$ cat config.mk
export PLATFORM = sky130hd
export DESIGN_NAME = pipeline_hazard_ctrl
export DESIGN_NICKNAME = d
export VERILOG_FILES = /design/src/rtl/pipeline_hazard_ctrl.sv
export SDC_FILE = /design/constraint.sdc
export NUM_CORES = 1
export LEC_CHECK = 0
export ABC_CLOCK_PERIOD_IN_PS = 1900
export BUFFER_PORTS_ARGS = -buffer_cell sky130_fd_sc_hd__buf_4
export CAP_MARGIN = 20
export CORE_MARGIN = 4
export CORE_UTILIZATION = 25
export DETAILED_ROUTE_END_ITERATION = 10
export HOLD_SLACK_MARGIN = 0.06
export REMOVE_ABC_BUFFERS = 1
export SETUP_SLACK_MARGIN = 0.5
export SLEW_MARGIN = 20
export SYNTH_ARGS = -nofsm -noshare
export SYNTH_HDL_FRONTEND = slang
export SYNTH_SLANG_ARGS = --single-unit
$ cat constraint.sdc
create_clock -name clk -period 1.9 [get_ports clk]
set_clock_uncertainty 0.15 [all_clocks]
set_input_delay 0 -clock clk [delete_from_list [all_inputs] [get_ports clk]]
set_output_delay 0 -clock clk [all_outputs]
set_load 0.03 [all_outputs]
$ cat src/rtl/pipeline_hazard_ctrl.sv
// pipeline_hazard_ctrl: stall/flush sequencer for the 5-stage MIPS pipeline.
// Latency: all controls are combinational from state and inputs (0-cycle); only state, cnt and perf counters are registered.
// Backpressure: load-use stalls IF/ID for 1 cycle; mul/div holds IF/ID/EX for MD_LATENCY-1 cycles.
//
// Ports:
//   clk, reset            rising-edge clock, synchronous active-high reset
//   id_rs/id_rt/id_use_*  source operands of the ID instruction and whether they are read
//   id_jump               ID holds j/jal/jr
//   ex_mem_read/ex_wr_reg EX holds a load and its destination register
//   ex_branch_tkn         branch in EX resolved taken
//   ex_md_op              EX holds mult/div
//   pc_write, if_id_*     front-end enables and flush
//   id_ex_*               ID/EX bubble, flush and hold
//   ex_mem_bubble         EX/MEM bubble while mul/div is held
//   md_busy               held cycles after the first one of a mul/div
//   perf_stalls/flushes   event counters (PIPE_PERF_CNT_EN only, else tied to 0)
//
// Optional feature macro: PIPE_PERF_CNT_EN enables the perf counters.

module pipeline_hazard_ctrl #(
   parameter int MD_LATENCY = 4,
   parameter int CNT_W      = 4,
   parameter int PERF_W     = 32
) (
   input  logic              clk,
   input  logic              reset,
   input  logic [4:0]        id_rs,
   input  logic [4:0]        id_rt,
   input  logic              id_use_rs,
   input  logic              id_use_rt,
   input  logic              id_jump,
   input  logic              ex_mem_read,
   input  logic [4:0]        ex_wr_reg,
   input  logic              ex_branch_tkn,
   input  logic              ex_md_op,
   output logic              pc_write,
   output logic              if_id_write,
   output logic              if_id_flush,
   output logic              id_ex_stall,
   output logic              id_ex_flush,
   output logic              id_ex_hold,
   output logic              ex_mem_bubble,
   output logic              md_busy,
   output logic [PERF_W-1:0] perf_stalls,
   output logic [PERF_W-1:0] perf_flushes
);

   typedef enum logic [0:0] {
      IDLE    = 1'b0,
      MD_BUSY = 1'b1
   } state_t;

   // A latency of 1 never stalls; the load value is only meaningful when >= 2.
   localparam logic             MD_STALLS = (MD_LATENCY >= 2);
   localparam logic [CNT_W-1:0] CNT_LOAD  = (MD_LATENCY >= 2) ? CNT_W'(MD_LATENCY - 2) : '0;

   state_t           state_q, state_d;
   logic [CNT_W-1:0] cnt_q, cnt_d;

   logic lu;
   logic md_start;
   logic md_cont;
   logic md_hold;

   assign lu = ex_mem_read && (ex_wr_reg != 5'd0) &&
               ((id_use_rs && (id_rs == ex_wr_reg)) ||
                (id_use_rt && (id_rt == ex_wr_reg)));

   // First EX cycle of a mul/div is held from IDLE; the remaining held cycles
   // are counted down in MD_BUSY. cnt == 0 in MD_BUSY is the release cycle.
   assign md_start = (state_q == IDLE) && ex_md_op && MD_STALLS;
   assign md_cont  = (state_q == MD_BUSY) && (cnt_q != '0);
   assign md_hold  = md_start || md_cont;

   always_comb begin
      state_d = state_q;
      cnt_d   = cnt_q;
      if (ex_branch_tkn) begin
         // Branch wins over any mul/div in EX; the FSM never leaves IDLE on it.
         state_d = IDLE;
         cnt_d   = '0;
      end else if (md_start) begin
         state_d = MD_BUSY;
         cnt_d   = CNT_LOAD;
      end else if (md_cont) begin
         cnt_d   = cnt_q - CNT_W'(1);
      end else if (state_q == MD_BUSY) begin
         state_d = IDLE;
         cnt_d   = '0;
      end
   end

   always_ff @(posedge clk) begin
      if (reset) begin
         state_q <= IDLE;
         cnt_q   <= '0;
      end else begin
         state_q <= state_d;
         cnt_q   <= cnt_d;
      end
   end

   always_comb begin
      pc_write      = 1'b1;
      if_id_write   = 1'b1;
      if_id_flush   = 1'b0;
      id_ex_stall   = 1'b0;
      id_ex_flush   = 1'b0;
      id_ex_hold    = 1'b0;
      ex_mem_bubble = 1'b0;
      md_busy       = 1'b0;
      if (reset) begin
         pc_write    = 1'b0;
         if_id_write = 1'b0;
         if_id_flush = 1'b1;
         id_ex_flush = 1'b1;
      end else if (ex_branch_tkn) begin
         // Squashes the ID instruction, so any load-use on it is moot.
         if_id_flush = 1'b1;
         id_ex_flush = 1'b1;
      end else if (md_hold) begin
         // lu and jump are masked here and looked at again on the release cycle.
         pc_write      = 1'b0;
         if_id_write   = 1'b0;
         id_ex_hold    = 1'b1;
         ex_mem_bubble = 1'b1;
         md_busy       = md_cont;
      end else if (lu) begin
         pc_write    = 1'b0;
         if_id_write = 1'b0;
         id_ex_stall = 1'b1;
      end else if (id_jump) begin
         if_id_flush = 1'b1;
      end
   end

`ifdef PIPE_PERF_CNT_EN
   logic [PERF_W-1:0] perf_stalls_q;
   logic [PERF_W-1:0] perf_flushes_q;

   // Reset cycles are excluded: the reset branch clears instead of counting.
   always_ff @(posedge clk) begin
      if (reset) begin
         perf_stalls_q  <= '0;
         perf_flushes_q <= '0;
      end else begin
         perf_stalls_q  <= perf_stalls_q + PERF_W'(!pc_write);
         perf_flushes_q <= perf_flushes_q + PERF_W'(if_id_flush);
      end
   end

   assign perf_stalls  = perf_stalls_q;
   assign perf_flushes = perf_flushes_q;
`else
   assign perf_stalls  = '0;
   assign perf_flushes = '0;
`endif

endmodule

* Yosys cells after proc, flatten, opt, wreduce, memory -nomap -nowiden
Cells that the tools add are included.
** Storage, ports and cells
- Register bits after elaboration :: 5
- Input port bits :: 23
- Output and inout port bits :: 72
- Word-level logic and storage cells :: 48
** Cells by class
- $add $sub $neg :: 1
- Equal/unequal tests :: 3
- Multiplexer cells :: 26
- Bitwise gates (word level) :: 1
- Reductions and logical operators :: 14
** Operators with widths (number)
- $mux 1 :: 23
- $eq 5x5->1 :: 2
- $mux 4 :: 2
- $logic_and 1x1->1 :: 6
- $reduce_bool 5->1 :: 1
- $reduce_bool 4->1 :: 1
- $sub 4x1->4 const B :: 1
- $reduce_bool 3->1 :: 1
- $reduce_or 3->1 :: 1
- $logic_or 1x1->1 :: 2
- $mux 2 :: 1
- $ne 2x2->1 const B :: 1
- $reduce_bool 2->1 :: 1
- $reduce_or 2->1 :: 1
- $not 1->1 :: 1

* Depth between registers and ports, before layout
- Depth after elaboration :: 8
- Gate-level depth with buffers :: 7
- Gate-level depth less buffers :: 6

* Worst setup path after synthesis
Ideal clock, no wire load.
- Kind :: flip-flop to output port
- From :: reg cnt_q[0]
- To :: out pc_write
- Data arrival time :: 2.008 ns
- Required time :: 1.750 ns
- Slack :: -0.258 ns
- Cell stages (with the launch flop) :: 8
- Buffers on the path :: 1
- Path through :: dfxtp_1 inv_1 ha_1 or3b_1 a21boi_2 nor2_1 a211oi_2 buf_4
** Between the ends
- Longest elaborated chain between the ends :: 6
** RTL lines
- from (decl) :: RTL line 58 : logic [CNT_W-1:0] cnt_q, cnt_d;
- from (signal assigned) :: RTL line 99 : cnt_q <= cnt_d;
- $reduce_bool 4->1 :: RTL line 72 : assign md_cont = (state_q == MD_BUSY) && (cnt_q != '0);
- $logic_and 1x1->1 :: RTL line 72
- $logic_or 1x1->1 :: RTL line 73 : assign md_hold = md_start || md_cont;
- $mux 1 (3 in series)
- to (decl) :: RTL line 36 : output logic pc_write,
No other way between the ends.

* Worst setup path after layout
- From :: reg cnt_q[1]
- To :: out if_id_write
** Between the ends
- Longest elaborated chain between the ends :: 6
** RTL lines
- $reduce_bool 4->1 :: RTL line 72
- $logic_and 1x1->1 :: RTL line 72
- $logic_or 1x1->1 :: RTL line 73
- $mux 1 :: RTL line 121 : end else if (md_hold) begin
- $mux 1 :: RTL line 117 : end else if (ex_branch_tkn) begin
- $mux 1 :: RTL line 112 : if (reset) begin
- to (decl) :: RTL line 37 : output logic if_id_write,
No other way between the ends.

==> results.yml <==
global_routing:
  grt_pass1_wl_um: 2640
  grt_overflow: 0
  antenna_found_initial: 0
  grt_max_degree: 10
  track_usage: 0.0786
  grt_pass1_vias: 594
clock_tree:
  htreeDepth: 1
  numCtsBuffers: 3
  clockBufferDepth: 2
  clk_latency_ns: 0.22
  cts.sinks: 5
  cts_tree: "yes"
  cts_root_buffer: "clkbuf_8"
  clk_pin_slew_ns: 0.03
flow_run:
  maxCapViolCount: 0
pwr:
  p_switching_mw: 0.289
  p_clk_frac: 0.312
  peakVddDrop_v: 0.000178
  p_int_mw: 0.338
  p_sw_frac: 0.461
  p_leak_nw: 0.582
  sequentialPowerShare: 0.178
  p_per_area_nw_per_um2: 547
  power_frac_comb: 0.511
die:
  die_w_um: 69.0
  rows: 21
  core_um2: 3470
  die_area_um2: 4760
  initial_core_util: 0.268
  die_y_um: 69.0
  ioPinCount: 95
synth:
  syn_avg_cell_area_um2: 7.50
  yosys_warnings: 0
  async_reset_ff_frac: 0
  syn_area_um2: 930
  synth.ff_latch_count: 5
  yosysTopAreaCell: "buf_4"
  synth_top_area_share: 0.533
  yosys-top-cells-area: "buf_4, dfxtp_1, xnor2_1"
  yosys-top-cells-count: "buf_4, xnor2_1, nor2_1, nand2_1"
  seq_area_frac_synth: 0.108
  synth_ff_type: "dfxtp_1"
  synth-edff-count: 0
  syn_inst: 124
  ys_types: 27
  yosysMostFrequentCell: "buf_4"
setup_path:
  reg2reg_from: "cnt_q[1]$_SDFFE_PP0P_"
  r2r_cells: 7
  crit_path_max_incr_delay_ns: 0.39
  path_cells: "inv_2 -> ha_4 -> or3b_4 -> a21boi_4 -> nor2_2 -> a211oi_2 -> buf_4"
  cp.required_ns: 1.75
  worst-setup-path-type: "register to output port"
  timing.critical_path.from: "cnt_q[1]$_SDFFE_PP0P_"
  crit_arrival_ns: 1.74
  timing.reg2reg.setup_slack_ns: 0.31
  endpoint_kind: "output port"
  critical_path.max_fanout: 3
  critPathLaunchType: "register"
  critical-path-slowest-cell: "or3b_4"
  r2r-end: "state_q$_SDFFE_PP0P_"
layout:
  finalInstanceArea_um2: 1140
  drive_above_1_share: 0.364
  areaGrowthSynthToFinish_pct: 23.1
  diodes: 0
  layout.cells.non_filler: 211
  nets: 190
  nFillCells: 381
sta:
  tns_ns: 0
  grt_setup_unrepaired: "yes"
  fin_ws_ns: 0.0123
  hold_viol: 0
  fin_crit_sh: 0.994
  clock.fmax_mhz: 530
  slew_violations: 0
  timing.final.crit_period_ns: 1.89
  setup_viol: 0
  whs_ns: 0.141
detailed_routing:
  route.detailed.drc: 0
  ant_nets: 0
  totalWireLength_um: 1960
  via_per_inst: 3.37
  drtIter0Drc: 6
  drtPass1Iterations: 4
  detail_route.wl_per_cell_um: 9.27
  num_vias: 712
place:
  hpwl_um: 1610
  placed_cell_area_um2: 956
  pre_cts_slack_ns: 0.0155
  portBuffers: 30
  place_congestion: 0.719
  dp_cells: 197
min_path:
  min_path_cells: 3
  min-delay-start: "reset"
  hold_path_end: "pc_write"
  hp-class: "input port to output port"
run_status:
  outcome: "completed"
## power groups by stage
stage | Sequential (mW) | Clock (mW) | Combinational [mW]
2_1_floorplan | 0.111 | 0 | 0.226
3_3_place_gp | 0.112 | 0 | 0.288
3_5_place_dp | 0.112 | 0 | 0.289
4_1_cts | 0.111 | 0.199 | 0.305
5_1_grt | 0.112 | 0.210 | 0.340
6_report | 0.111 | 0.195 | 0.320
## what timing repair did
item,in CTS,in global routing
hold buffers,2,0
gates resized for setup,12,7
setup buffers,5,3
endpoints found under the hold margin,5,0
endpoints found under the setup margin,11,12
pin swaps,7,5
## stage by stage
stage,util,power (mW)
5_1_grt,0.330,0.662
6_report,0.330,0.626
4_1_cts,0.316,0.615
2_1_floorplan,-,0.337
3_3_place_gp,0.276,0.400
3_5_place_dp,0.276,0.401
## sequential cells by signal, indices dropped and copies added (netlist names)
name	flops
cnt_q	4
state_q	1
## layout make-up
class,count,area [um2],share of cell area
Sequential cell,5,104,0.0907
Inverter,3,15.0,0.0131
Tap cell,46,57.6,0.0503
Timing Repair Buffer,41,323,0.282
Clock buffer,4,45.0,0.0393
Multi-Input combinational cell,112,601,0.525
## cells in the final DEF, fill, tap and decap left out
| master | instances |
|---|---|
| o22a_1 | 1 |
| a211oi_2 | 1 |
| nor2_1 | 8 |
| a211oi_1 | 1 |
| clkinvlp_4 | 1 |
| dlygate4sd3_1 | 1 |
| clkbuf_8 | 3 |
| nand2_1 | 6 |
| conb_1 | 64 |
| nor3_2 | 1 |
| a21oi_1 | 3 |
| o21ai_2 | 1 |
| dlymetal6s4s_1 | 1 |
| buf_6 | 2 |
| xnor2_1 | 10 |
| nand2b_1 | 1 |
| buf_4 | 37 |
| o22ai_1 | 1 |
| nand4_1 | 2 |
| nor3b_2 | 1 |
| nand4b_1 | 1 |
| a21boi_4 | 1 |
| a21oi_2 | 2 |
| inv_2 | 2 |
| or3b_4 | 1 |
| or4b_4 | 1 |
| dfxtp_2 | 3 |
| dfxtp_1 | 2 |
| ha_4 | 1 |
| clkbuf_1 | 1 |
| nand3_1 | 1 |
| nor2_2 | 2 |
| or4_1 | 1 |
## per-layer routing
layer,global-route usage,up-vias,routed length (um)
li1,-,353,-
met1,0.0740,313,603
met2,0.152,44,1130
met3,0.0194,2,193
met4,0.0438,0,34
met5,0,-,0
## worst max-delay path by stage
| stage | cells after the start | slack, ns | endpoint |
|---|---|---|---|
| after floorplan | 6 | -0.30 | if_id_write |
| after global placement | 7 | 0.07 | pc_write |
| after detailed placement | 7 | 0.02 | if_id_write |
| after CTS | 8 | 0.00007 | if_id_flush |
| after global routing | 7 | -0.11 | pc_write |
| final | 7 | 0.01 | if_id_write |
## critical path: cells and delay by family, from the launching register on
family	cells	cell delay, ns
adders and majority gates	1	0.13
DFF	1	0.31
and+or+nand+nor	2	0.45
buffers and inverters	2	0.26
AOI/OAI and AO/OA	2	0.36
## cells by family (layout without fill, tap and decap cells)
logic type      after synthesis  after routing  share of synthesized area
simple gates                 26             26                      0.144
buf+inv                      70             48                      0.550
flops                         5              5                      0.108
other cells                   1             64                    0.00403
fa+ha+maj                     1              1                     0.0135
compound gates               11             11                     0.0861
xor+xnor                     10             10                     0.0942
Note: power is estimated with default switching activity, not from simulation.
